## src/rtl/imm_pkg.sv

```systemverilog
// Shared RV32I opcode constants and immediate format codes.
// Used by the immediate decoder and by ALU control.
package imm_pkg;

   typedef enum logic [2:0] {
      FMT_R    = 3'd0,
      FMT_I    = 3'd1,
      FMT_S    = 3'd2,
      FMT_B    = 3'd3,
      FMT_U    = 3'd4,
      FMT_J    = 3'd5,
      FMT_NONE = 3'd7
   } fmt_e;

   localparam logic [6:0] OP_IMM    = 7'b0010011;
   localparam logic [6:0] OP_LOAD   = 7'b0000011;
   localparam logic [6:0] OP_JALR   = 7'b1100111;
   localparam logic [6:0] OP_SYSTEM = 7'b1110011;
   localparam logic [6:0] OP_STORE  = 7'b0100011;
   localparam logic [6:0] OP_BRANCH = 7'b1100011;
   localparam logic [6:0] OP_LUI    = 7'b0110111;
   localparam logic [6:0] OP_AUIPC  = 7'b0010111;
   localparam logic [6:0] OP_JAL    = 7'b1101111;
   localparam logic [6:0] OP_OP     = 7'b0110011;

   function automatic logic is_itype(input logic [6:0] op);
      return (op == OP_IMM) || (op == OP_LOAD) ||
             (op == OP_JALR) || (op == OP_SYSTEM);
   endfunction

   function automatic logic is_utype(input logic [6:0] op);
      return (op == OP_LUI) || (op == OP_AUIPC);
   endfunction

endpackage

```

## src/rtl/imm_decode.sv

```systemverilog
// Combinational RV32I immediate decoder.
// Produces the sign-extended immediate, format and illegal flag.
module imm_decode
   import imm_pkg::*;
#(
   parameter int XLEN = 32
) (
   input  logic [31:0]     instr,
   output logic [XLEN-1:0] imm,
   output fmt_e            fmt,
   output logic            illegal
);

   logic [6:0]  op;
   logic [31:0] raw;

   assign op = instr[6:0];

   // Pick the format and build the 32-bit immediate for it.
   always_comb begin
      fmt     = FMT_NONE;
      illegal = 1'b0;
      raw     = '0;
      unique case (1'b1)
         is_itype(op): begin
            fmt = FMT_I;
            raw = {{20{instr[31]}}, instr[31:20]};
         end
         (op == OP_STORE): begin
            fmt = FMT_S;
            raw = {{20{instr[31]}}, instr[31:25],
                   instr[11:7]};
         end
         (op == OP_BRANCH): begin
            fmt = FMT_B;
            raw = {{19{instr[31]}}, instr[31],
                   instr[7], instr[30:25],
                   instr[11:8], 1'b0};
         end
         is_utype(op): begin
            fmt = FMT_U;
            raw = {instr[31:12], 12'b0};
         end
         (op == OP_JAL): begin
            fmt = FMT_J;
            raw = {{11{instr[31]}}, instr[31],
                   instr[19:12], instr[20],
                   instr[30:21], 1'b0};
         end
         (op == OP_OP): begin
            fmt = FMT_R;
         end
         default: begin
            fmt     = FMT_NONE;
            illegal = 1'b1;
         end
      endcase
   end

   // All 32-bit immediates carry instr[31] as their sign bit.
   assign imm = XLEN'($signed(raw));

endmodule

```

## src/rtl/imm_gen_pipe.sv

```systemverilog
// Registered immediate generator with output register and skid slot.
// in_ready is registered so it never depends on out_ready.
module imm_gen_pipe
   import imm_pkg::*;
#(
   parameter int XLEN  = 32,
   parameter int CNT_W = 8
) (
   input  logic             clk,
   input  logic             reset,
   input  logic             in_valid,
   output logic             in_ready,
   input  logic [31:0]      in_instr,
   output logic             out_valid,
   input  logic             out_ready,
   output logic [XLEN-1:0]  out_imm,
   output logic [2:0]       out_fmt,
   output logic             out_illegal,
   output logic [CNT_W-1:0] err_cnt
);

   localparam logic [CNT_W-1:0] CNT_MAX = '1;

   logic [XLEN-1:0]  dec_imm;
   fmt_e             dec_fmt;
   logic             dec_ill;

   logic             rdy_q;
   logic             ov_q,    ov_d;
   logic [XLEN-1:0]  o_imm_q, o_imm_d;
   fmt_e             o_fmt_q, o_fmt_d;
   logic             o_ill_q, o_ill_d;
   logic             sv_q,    sv_d;
   logic [XLEN-1:0]  s_imm_q, s_imm_d;
   fmt_e             s_fmt_q, s_fmt_d;
   logic             s_ill_q, s_ill_d;
   logic [CNT_W-1:0] cnt_q;

   logic             in_fire;
   logic             out_load;

   imm_decode #(
      .XLEN (XLEN)
   ) u_dec (
      .instr   (in_instr),
      .imm     (dec_imm),
      .fmt     (dec_fmt),
      .illegal (dec_ill)
   );

   assign in_fire  = in_valid && rdy_q;
   assign out_load = !ov_q || out_ready;

   // Steer decoded entries into the output register or the skid slot.
   always_comb begin
      ov_d    = ov_q;
      o_imm_d = o_imm_q;
      o_fmt_d = o_fmt_q;
      o_ill_d = o_ill_q;
      sv_d    = sv_q;
      s_imm_d = s_imm_q;
      s_fmt_d = s_fmt_q;
      s_ill_d = s_ill_q;
      if (out_load) begin
         if (sv_q) begin
            ov_d    = 1'b1;
            o_imm_d = s_imm_q;
            o_fmt_d = s_fmt_q;
            o_ill_d = s_ill_q;
            sv_d    = in_fire;
            if (in_fire) begin
               s_imm_d = dec_imm;
               s_fmt_d = dec_fmt;
               s_ill_d = dec_ill;
            end
         end else if (in_fire) begin
            ov_d    = 1'b1;
            o_imm_d = dec_imm;
            o_fmt_d = dec_fmt;
            o_ill_d = dec_ill;
         end else begin
            ov_d = 1'b0;
         end
      end else if (in_fire) begin
         sv_d    = 1'b1;
         s_imm_d = dec_imm;
         s_fmt_d = dec_fmt;
         s_ill_d = dec_ill;
      end
   end

   // Output register and skid slot state.
   always_ff @(posedge clk or posedge reset) begin
      if (reset) begin
         ov_q    <= 1'b0;
         o_imm_q <= '0;
         o_fmt_q <= FMT_NONE;
         o_ill_q <= 1'b0;
         sv_q    <= 1'b0;
         s_imm_q <= '0;
         s_fmt_q <= FMT_NONE;
         s_ill_q <= 1'b0;
      end else begin
         ov_q    <= ov_d;
         o_imm_q <= o_imm_d;
         o_fmt_q <= o_fmt_d;
         o_ill_q <= o_ill_d;
         sv_q    <= sv_d;
         s_imm_q <= s_imm_d;
         s_fmt_q <= s_fmt_d;
         s_ill_q <= s_ill_d;
      end
   end

   // Ready tracks next-cycle skid occupancy; held low through reset.
   always_ff @(posedge clk or posedge reset) begin
      if (reset) begin
         rdy_q <= 1'b0;
      end else begin
         rdy_q <= !sv_d;
      end
   end

   // Saturating count of accepted illegal opcodes.
   always_ff @(posedge clk or posedge reset) begin
      if (reset) begin
         cnt_q <= '0;
      end else if (in_fire && dec_ill && (cnt_q != CNT_MAX)) begin
         cnt_q <= cnt_q + CNT_W'(1);
      end
   end

   assign in_ready    = rdy_q;
   assign out_valid   = ov_q;
   assign out_imm     = o_imm_q;
   assign out_fmt     = o_fmt_q;
   assign out_illegal = o_ill_q;
   assign err_cnt     = cnt_q;

endmodule

```

## config.mk

```make
export PLATFORM = sky130hd
export DESIGN_NAME = imm_gen_pipe
export DESIGN_NICKNAME = d
export VERILOG_FILES = /design/src/rtl/imm_pkg.sv /design/src/rtl/imm_decode.sv /design/src/rtl/imm_gen_pipe.sv
export SDC_FILE = /design/constraint.sdc
export NUM_CORES = 1
export LEC_CHECK = 0
export ABC_AREA = 1
export BUFFER_PORTS_ARGS = -buffer_cell sky130_fd_sc_hd__buf_2
export CAP_MARGIN = 30
export CORE_ASPECT_RATIO = 2
export CORE_MARGIN = 10
export CORE_UTILIZATION = 56
export DETAILED_ROUTE_END_ITERATION = 12
export PLACE_DENSITY = 0.85
export SKIP_LAST_GASP = 1
export SYNTH_ARGS = -nofsm -noshare
export SYNTH_HDL_FRONTEND = slang
export SYNTH_HIERARCHICAL = 1
export SYNTH_SLANG_ARGS = --single-unit
export TNS_END_PERCENT = 5
```

## constraint.sdc

```tcl
create_clock -name clk -period 3.3 [get_ports clk]
set_clock_uncertainty 0.15 [all_clocks]
set_input_delay 0.33 -clock clk [delete_from_list [all_inputs] [get_ports clk]]
set_output_delay 0.33 -clock clk [all_outputs]
set_load 0.005 [all_outputs]
```

==> results of run 1 <==
-- flip-flops by register name, indices dropped and copies added, names as in the netlist --
register	count
s_fmt_q	3
err_cnt	8
sv_q	1
out_fmt	3
s_ill_q	1
out_illegal	1
s_imm_q	32
out_imm	32
in_ready	1
out_valid	1
-- metal layers --
layer	vias up	GRT usage [%]	part of all wire, %	wire length, um
met5	-	0	0	0
met4	0	10.2	3.9	409
met3	30	4.35	6.2	648
met2	128	31.7	52	5440
met1	1832	20.1	38	3980
li1	1951	-	-	-
-- through the flow --
stage,hold WS (ps),std cells
3_5_place_dp,299,745
3_3_place_gp,287,745
5_1_grt,203,763
2_1_floorplan,303,592
6_report,177,763
4_1_cts,174,762
-- final timing paths --
check                      slack [ps]              startpoint                       to  cells past startpoint
hold reg to reg                   330  out_fmt[0]$_DFFE_PP1P_   out_fmt[0]$_DFFE_PP1P_                      2
min in group asynchronous         470                   reset  out_imm[17]$_DFFE_PP0P_                      3
setup reg to reg                 1300          sv_q$_DFF_PP0_  s_imm_q[30]$_DFFE_PP0P_                      4
hold / removal                    180               out_ready    out_valid$_DFFE_PP0N_                      4
setup / recovery                 1300          sv_q$_DFF_PP0_  s_imm_q[30]$_DFFE_PP0P_                      4
max in group asynchronous        1700                   reset   out_fmt[0]$_DFFE_PP1P_                      4
-- power breakdown --
part	switching, mW	internal [mW]
combinational	0.624	0.294
sequential	0.130	1.25
clock	0.406	0.531
-- cells in the mapped netlist, types with 3 or more instances --
cell | number | area [sq um]
nor2_1 | 20 | 75.1
buf_6 | 8 | 90.1
o21ai_0 | 69 | 345
nor2_2 | 4 | 25.0
clkbuf_1 | 3 | 11.3
dfstp_2 | 6 | 158
nand2_1 | 262 | 983
inv_2 | 4 | 15.0
nand3_2 | 3 | 30.0
o21ai_1 | 7 | 35.0
buf_4 | 6 | 45.0
inv_1 | 68 | 255
nand2_2 | 9 | 56.3
nand3_1 | 28 | 140
buf_2 | 9 | 45.0
dfrtp_1 | 77 | 1930
-- repair_timing --
item / CTS / global route
endpoints found under the hold margin: 38 / 0
hold buffers: 1 / 0
setup buffers: 0 / 0
endpoints found under the setup margin: 0 / 0
-- layout make-up --
cell class	instances	area [sq um]
fill	649	2540
sequential	83	2090
multi-input combinational	411	1780
timing repair buffer	87	465
inverter	72	272
clock buffer	11	243
tap	94	118
clock inverter	5	36.3
-- critical path, stage by stage (launching register included) --
cell and delay (ps):
dfrtp_2 450, buf_12 200, o21ai_4 350, buf_4 500
o21ai_0 170
-- cell families (layout without fill, tap and decap cells) --
logic type / count (synthesis) / in the layout / synth area share (%)
fa+ha+maj: 1 / 1 / 0.289
flops: 83 / 83 / 48.1
xor+xnor: 2 / 2 / 0.405
simple gates: 331 / 331 / 31.3
buf+inv: 98 / 175 / 10.7
compound gates: 77 / 77 / 9.16
==> metrics.csv, run 1 <==
stage;metric;value;unit
status;outcome;finished clean;
detailed_routing;drc;0;
yosys;synth_seq_area_share;48.1;%
cells_and_area;layout_common_cells;nand2_1, buf_2, dfrtp_1;
global_route;grt_max_degree;75;
clock_network;path_clk_slew;60;ps
cells_and_area;synthToLayoutAreaGrowth;15.5;%
cells_and_area;layout-drive-gt1-share;19.9;%
sta;fin_crit;2000;ps
sta;max_freq;0.499;GHz
worst_setup_path;cp_max_fo;69;
detailed_routing;via_per_inst;5.17;
yosys;synth-seq-cells;83;
sta;slew_viol_final;0;
worst_setup_path;cp_data_required_time;3350;ps
placement;routabilityCongestion;0.894;
cells_and_area;nets;701;
cells_and_area;final_common_cell;nand2_1;
placement;dpl_cell_area;0.00469;sq mm
worst_setup_path;critPathArrivalTime;2050;ps
placement;dp_slack;1070;ps
pwr;finalPower;3.23;mW
global_route;track_usage;18.6;%
clock_network;cts_root_buffer;clkbuf_16;
yosys;synth_edf_count;0;
clock_network;ctsResizeCount;0;
floorplan;dieArea;0.0119;sq mm
cells_and_area;diodes;0;
sta;worst_slack;1300;ps
worst_setup_path;startpoint_type;flip-flop;
yosys;synth-main-ff-cell;dfrtp_1;
pwr;static-leakage-power;2.79;nW
global_route;grt_first_pass_wirelength;17500;um
sta;max_slew.worst_pin.slew;681;ps
sta;slew_headroom;54.6;%
global_route;antenna_found_initial;0;
floorplan;core-area;0.00754;sq mm
job;drv_cap;0;
sta;fin_crit_sh;60.7;%
yosys;synth_area;0.00433;sq mm
detailed_routing;antenna_left;0;
cells_and_area;utilization;66.3;%
yosys;yosysUniqueCellTypes;25;
worst_setup_path;worst-setup-path-type;reg -> reg;
hold_path;hp-class;in -> reg;
placement;place_hpwl;7790;um
clock_network;clock_path_buffers;2;
detailed_routing;drt-wirelength-per-cell;13.7;um
yosys;synth_warnings;6;
cells_and_area;stdcell_area;0.00500;sq mm
yosys;synthArstFlopShare;100;%
floorplan;num_io_pins;82;
clock_network;cts_made_buffers;9;
yosys;syn_inst;592;
clock_network;cts_sinks;83;
sta;setup_tns;0;ps
sta;setup_viol;0;
detailed_routing;drtIter0Drc;328;
clock_network;cts_tree;built;
clock_network;clk_latency;340;ps
floorplan;chipHeight;144;um
clock_network;h-tree-depth;3;
yosys;synth_area_per_cell;7.31;sq um
floorplan;fp-row-count;45;
placement;portBuffers;81;
pwr;power.density;646;mW/mm^2
detailed_routing;vias;3941;
worst_setup_path;cp-end-kind;flip-flop;
yosys;mappedNetlistNets;629;
pwr;ir_drop;0.319;mV
detailed_routing;totalWireLength;10500;um
sta;final_hold_viol_count;0;
sta;grt_setup_unrepaired;no;
detailed_routing;dr.pass1.iters;5;
floorplan;start_util;57.4;%
floorplan;die_w;82.2;um
global_route;grt_pass1_vias;3971;
global_route;grt-ovfl-total;0;
Power figures use the tool's default switching activity.
==> run 2, diff against run 1 <==
--- a/config.mk
+++ b/config.mk
@@ -5,14 +5,14 @@
 export SDC_FILE = /design/constraint.sdc
 export NUM_CORES = 1
 export LEC_CHECK = 0
-export ABC_AREA = 1
+export ABC_AREA = 0
 export BUFFER_PORTS_ARGS = -buffer_cell sky130_fd_sc_hd__buf_2
 export CAP_MARGIN = 30
 export CORE_ASPECT_RATIO = 2
 export CORE_MARGIN = 10
-export CORE_UTILIZATION = 56
+export CORE_UTILIZATION = 50
 export DETAILED_ROUTE_END_ITERATION = 12
-export PLACE_DENSITY = 0.85
+export PLACE_DENSITY = 0.81
 export SKIP_LAST_GASP = 1
 export SYNTH_ARGS = -nofsm -noshare
 export SYNTH_HDL_FRONTEND = slang
==> constraint.sdc (replaced) <==
create_clock -name clk -period 1.64 [get_ports clk]
set_clock_uncertainty 0.15 [all_clocks]
set_input_delay 0.164 -clock clk [delete_from_list [all_inputs] [get_ports clk]]
set_output_delay 0.164 -clock clk [all_outputs]
set_load 0.005 [all_outputs]
==> run 2 against run 1 <==
The flow now finishes with violations (setup timing). Worst hold slack got worse by 150 ps. Sequential cell count did not move. Critical path type unchanged. Cell area rose by 9.4%. Wire length rose by 14%. Synthesized cell count fell by 36%. Global-route usage fell by 0.84 points.
==> metrics.csv, run 2 <==
stage;metric;value;unit
job;drv_cap;0;
global_route;antenna_found_initial;0;
yosys;synth-seq-cells;83;
global_route;grt_first_pass_wirelength;18700;um
cells_and_area;final_common_cell;buf_2;
cells_and_area;layout-drive-gt1-share;40.4;%
worst_setup_path;ff2ff_path_depth;5;
sta;fin_crit_sh;100;%
pwr;static-leakage-power;2.88;nW
clock_network;cts_sinks;83;
floorplan;num_io_pins;82;
cells_and_area;nFillCells;677;
sta;final_hold_viol_count;0;
yosys;synth-main-ff-cell;dfrtp_1;
global_route;grt_pass1_vias;3655;
detailed_routing;via_per_inst;5.83;
sta;slew_headroom;74.9;%
yosys;synth_seq_area_share;47.4;%
placement;portBuffers;81;
clock_network;h-tree-depth;3;
global_route;grt_max_degree;40;
floorplan;die_w;86.3;um
yosys;synth_top_area_cell;dfrtp_1;
yosys;syn_inst;381;
sta;setup_viol;2;
yosys;synth_area_per_cell;11.5;sq um
floorplan;chipHeight;153;um
sta;grt_setup_unrepaired;yes;
clock_network;cts_made_buffers;9;
yosys;synth_area;0.00440;sq mm
yosys;mappedNetlistNets;418;
global_route;track_usage;17.7;%
sta;max_slew.worst_pin.slew;375;ps
yosys;yosysMostFrequentCell;dfrtp_1;
worst_setup_path;startpoint_type;flip-flop;
clock_network;cts_root_buffer;clkbuf_16;
yosys;synthArstFlopShare;100;%
placement;routabilityCongestion;0.922;
floorplan;start_util;51.2;%
hold_path;hold_depth;3;
sta;fin_crit;1650;ps
hold_path;hp-class;in -> reg;
worst_setup_path;cp-end-kind;flip-flop;
cells_and_area;layout_common_cells;buf_2, dfrtp_1, nand2_1;
clock_network;cts_tree;built;
yosys;synth_warnings;6;
yosys;synth_top_area_share;43.8;%
global_route;grt-ovfl-total;0;
status;violations;setup timing;
detailed_routing;antenna_left;0;
sta;slew_viol_final;0;
yosys;ys_top_cells_by_area;dfrtp_1, mux2_4, mux2i_1;
detailed_routing;drc;0;
pwr;power.density;1330;mW/mm^2
clock_network;path_clk_slew;60;ps
placement;dpl_cell_area;0.00513;sq mm
placement;place_hpwl;8780;um
clock_network;clk_latency;340;ps
sta;worst_slack;-5.38;ps
yosys;synth_commonest_cells;dfrtp_1, nand2_1, mux2i_1;
worst_setup_path;worst-setup-path-type;reg -> reg;
cells_and_area;nets;535;
detailed_routing;vias;3509;
floorplan;core-area;0.00859;sq mm
cells_and_area;diodes;0;
cells_and_area;synthToLayoutAreaGrowth;24.5;%
detailed_routing;drtIter0Drc;161;
clock_network;clock_path_buffers;2;
sta;hold_slack;28.6;ps
cells_and_area;stdcell_area;0.00548;sq mm
worst_setup_path;cp_max_fo;13;
detailed_routing;totalWireLength;11900;um
detailed_routing;drt-wirelength-per-cell;19.8;um
detailed_routing;dr.pass1.iters;4;
floorplan;fp-row-count;48;
worst_setup_path;critPathArrivalTime;1710;ps
worst_setup_path;cp_data_required_time;1710;ps
status;outcome;finished, violations left;
sta;max_freq;0.608;GHz
floorplan;dieArea;0.0132;sq mm
yosys;yosysUniqueCellTypes;52;
pwr;ir_drop;0.860;mV
yosys;synth_edf_count;0;
==> run 2: critical path: stages (launching register included) <==
cell and delay [ps]:
dfrtp_1 380, nor2b_2 170, o21ai_4 160, buf_12 140, buf_12 160, mux2_2 350
==> run 2: final timing paths <==
path                                   startpoint                 endpoint  slack [ps]
setup / recovery            out_valid$_DFFE_PP0N_   s_imm_q[9]$_DFFE_PP0P_          -5
hold / removal                       in_instr[18]  s_imm_q[18]$_DFFE_PP0P_          30
setup reg to reg            out_valid$_DFFE_PP0N_   s_imm_q[9]$_DFFE_PP0P_          -5
hold reg to reg            out_imm[4]$_DFFE_PP0P_   out_imm[4]$_DFFE_PP0P_         320
max in group asynchronous                   reset   out_fmt[2]$_DFFE_PP1P_         560
min in group asynchronous                   reset   out_imm[8]$_DFFE_PP0P_         210
==> run 2: routing by layer <==
metal	vias to the layer above	share of wire (%)	global-route usage, %
li1	1585	-	-
met1	1762	36	17.8
met2	128	55	32.3
met3	34	5.6	4.71
met4	0	3.2	8.22
met5	-	0	0
==> run 2: per-stage QoR <==
step                      setup TNS [ps]  total power [mW]  utilization, %  setup slack [ps]  instances
final                              -7.93              7.30            63.8             -5.38        602
after global routing                -356              7.65            63.8             -56.8        602
after CTS                          -6.26              7.20            63.1             -3.97        600
after detailed placement           -6270              5.36            59.8              -208        583
after global placement             -3310              5.26            59.8              -135        583
after floorplan                     -215              4.50               -             -90.2        381
==> run 2: repair_timing <==
item	4_1_cts	5_1_grt
setup buffers	0	1
endpoints found under the hold margin	69	0
pin swaps	0	2
setup endpoints to repair	2	15
hold buffers	2	0
cloned	0	1
gates resized for setup	0	3
==> run 2: kinds of logic after synthesis <==
kind of cell             count (synthesis)  synth area share, %
AND/OR/NAND/NOR                         98                 11.5
XOR/XNOR                                 5                0.996
buffers and inverters                   31                 5.75
multiplexers                            74                 20.6
AO/OA/AOI/OAI                           89                 13.5
adder cells (fa/ha/maj)                  1                0.285
flip-flops                              83                 47.4
==> run 2: area by class of cell <==
class | instances | area [sq um] | area share, %
clock buffers | 13 | 250 | 4.57
clock inverters | 2 | 13.8 | 0.251
inverters | 6 | 26.3 | 0.480
multi-input cells | 267 | 2070 | 37.8
flip-flops and latches | 83 | 2090 | 38.1
well taps | 100 | 125 | 2.29
repair buffers | 131 | 903 | 16.5
==> run 2: where the power goes <==
| part | leakage (nW) | switching, mW | internal, mW |
|---|---|---|---|
| sequential | 1.10 | 0.271 | 2.49 |
| clock | 0.130 | 0.775 | 1.06 |
| combinational | 1.65 | 1.37 | 1.33 |
| total | 2.88 | 2.42 | 4.88 |
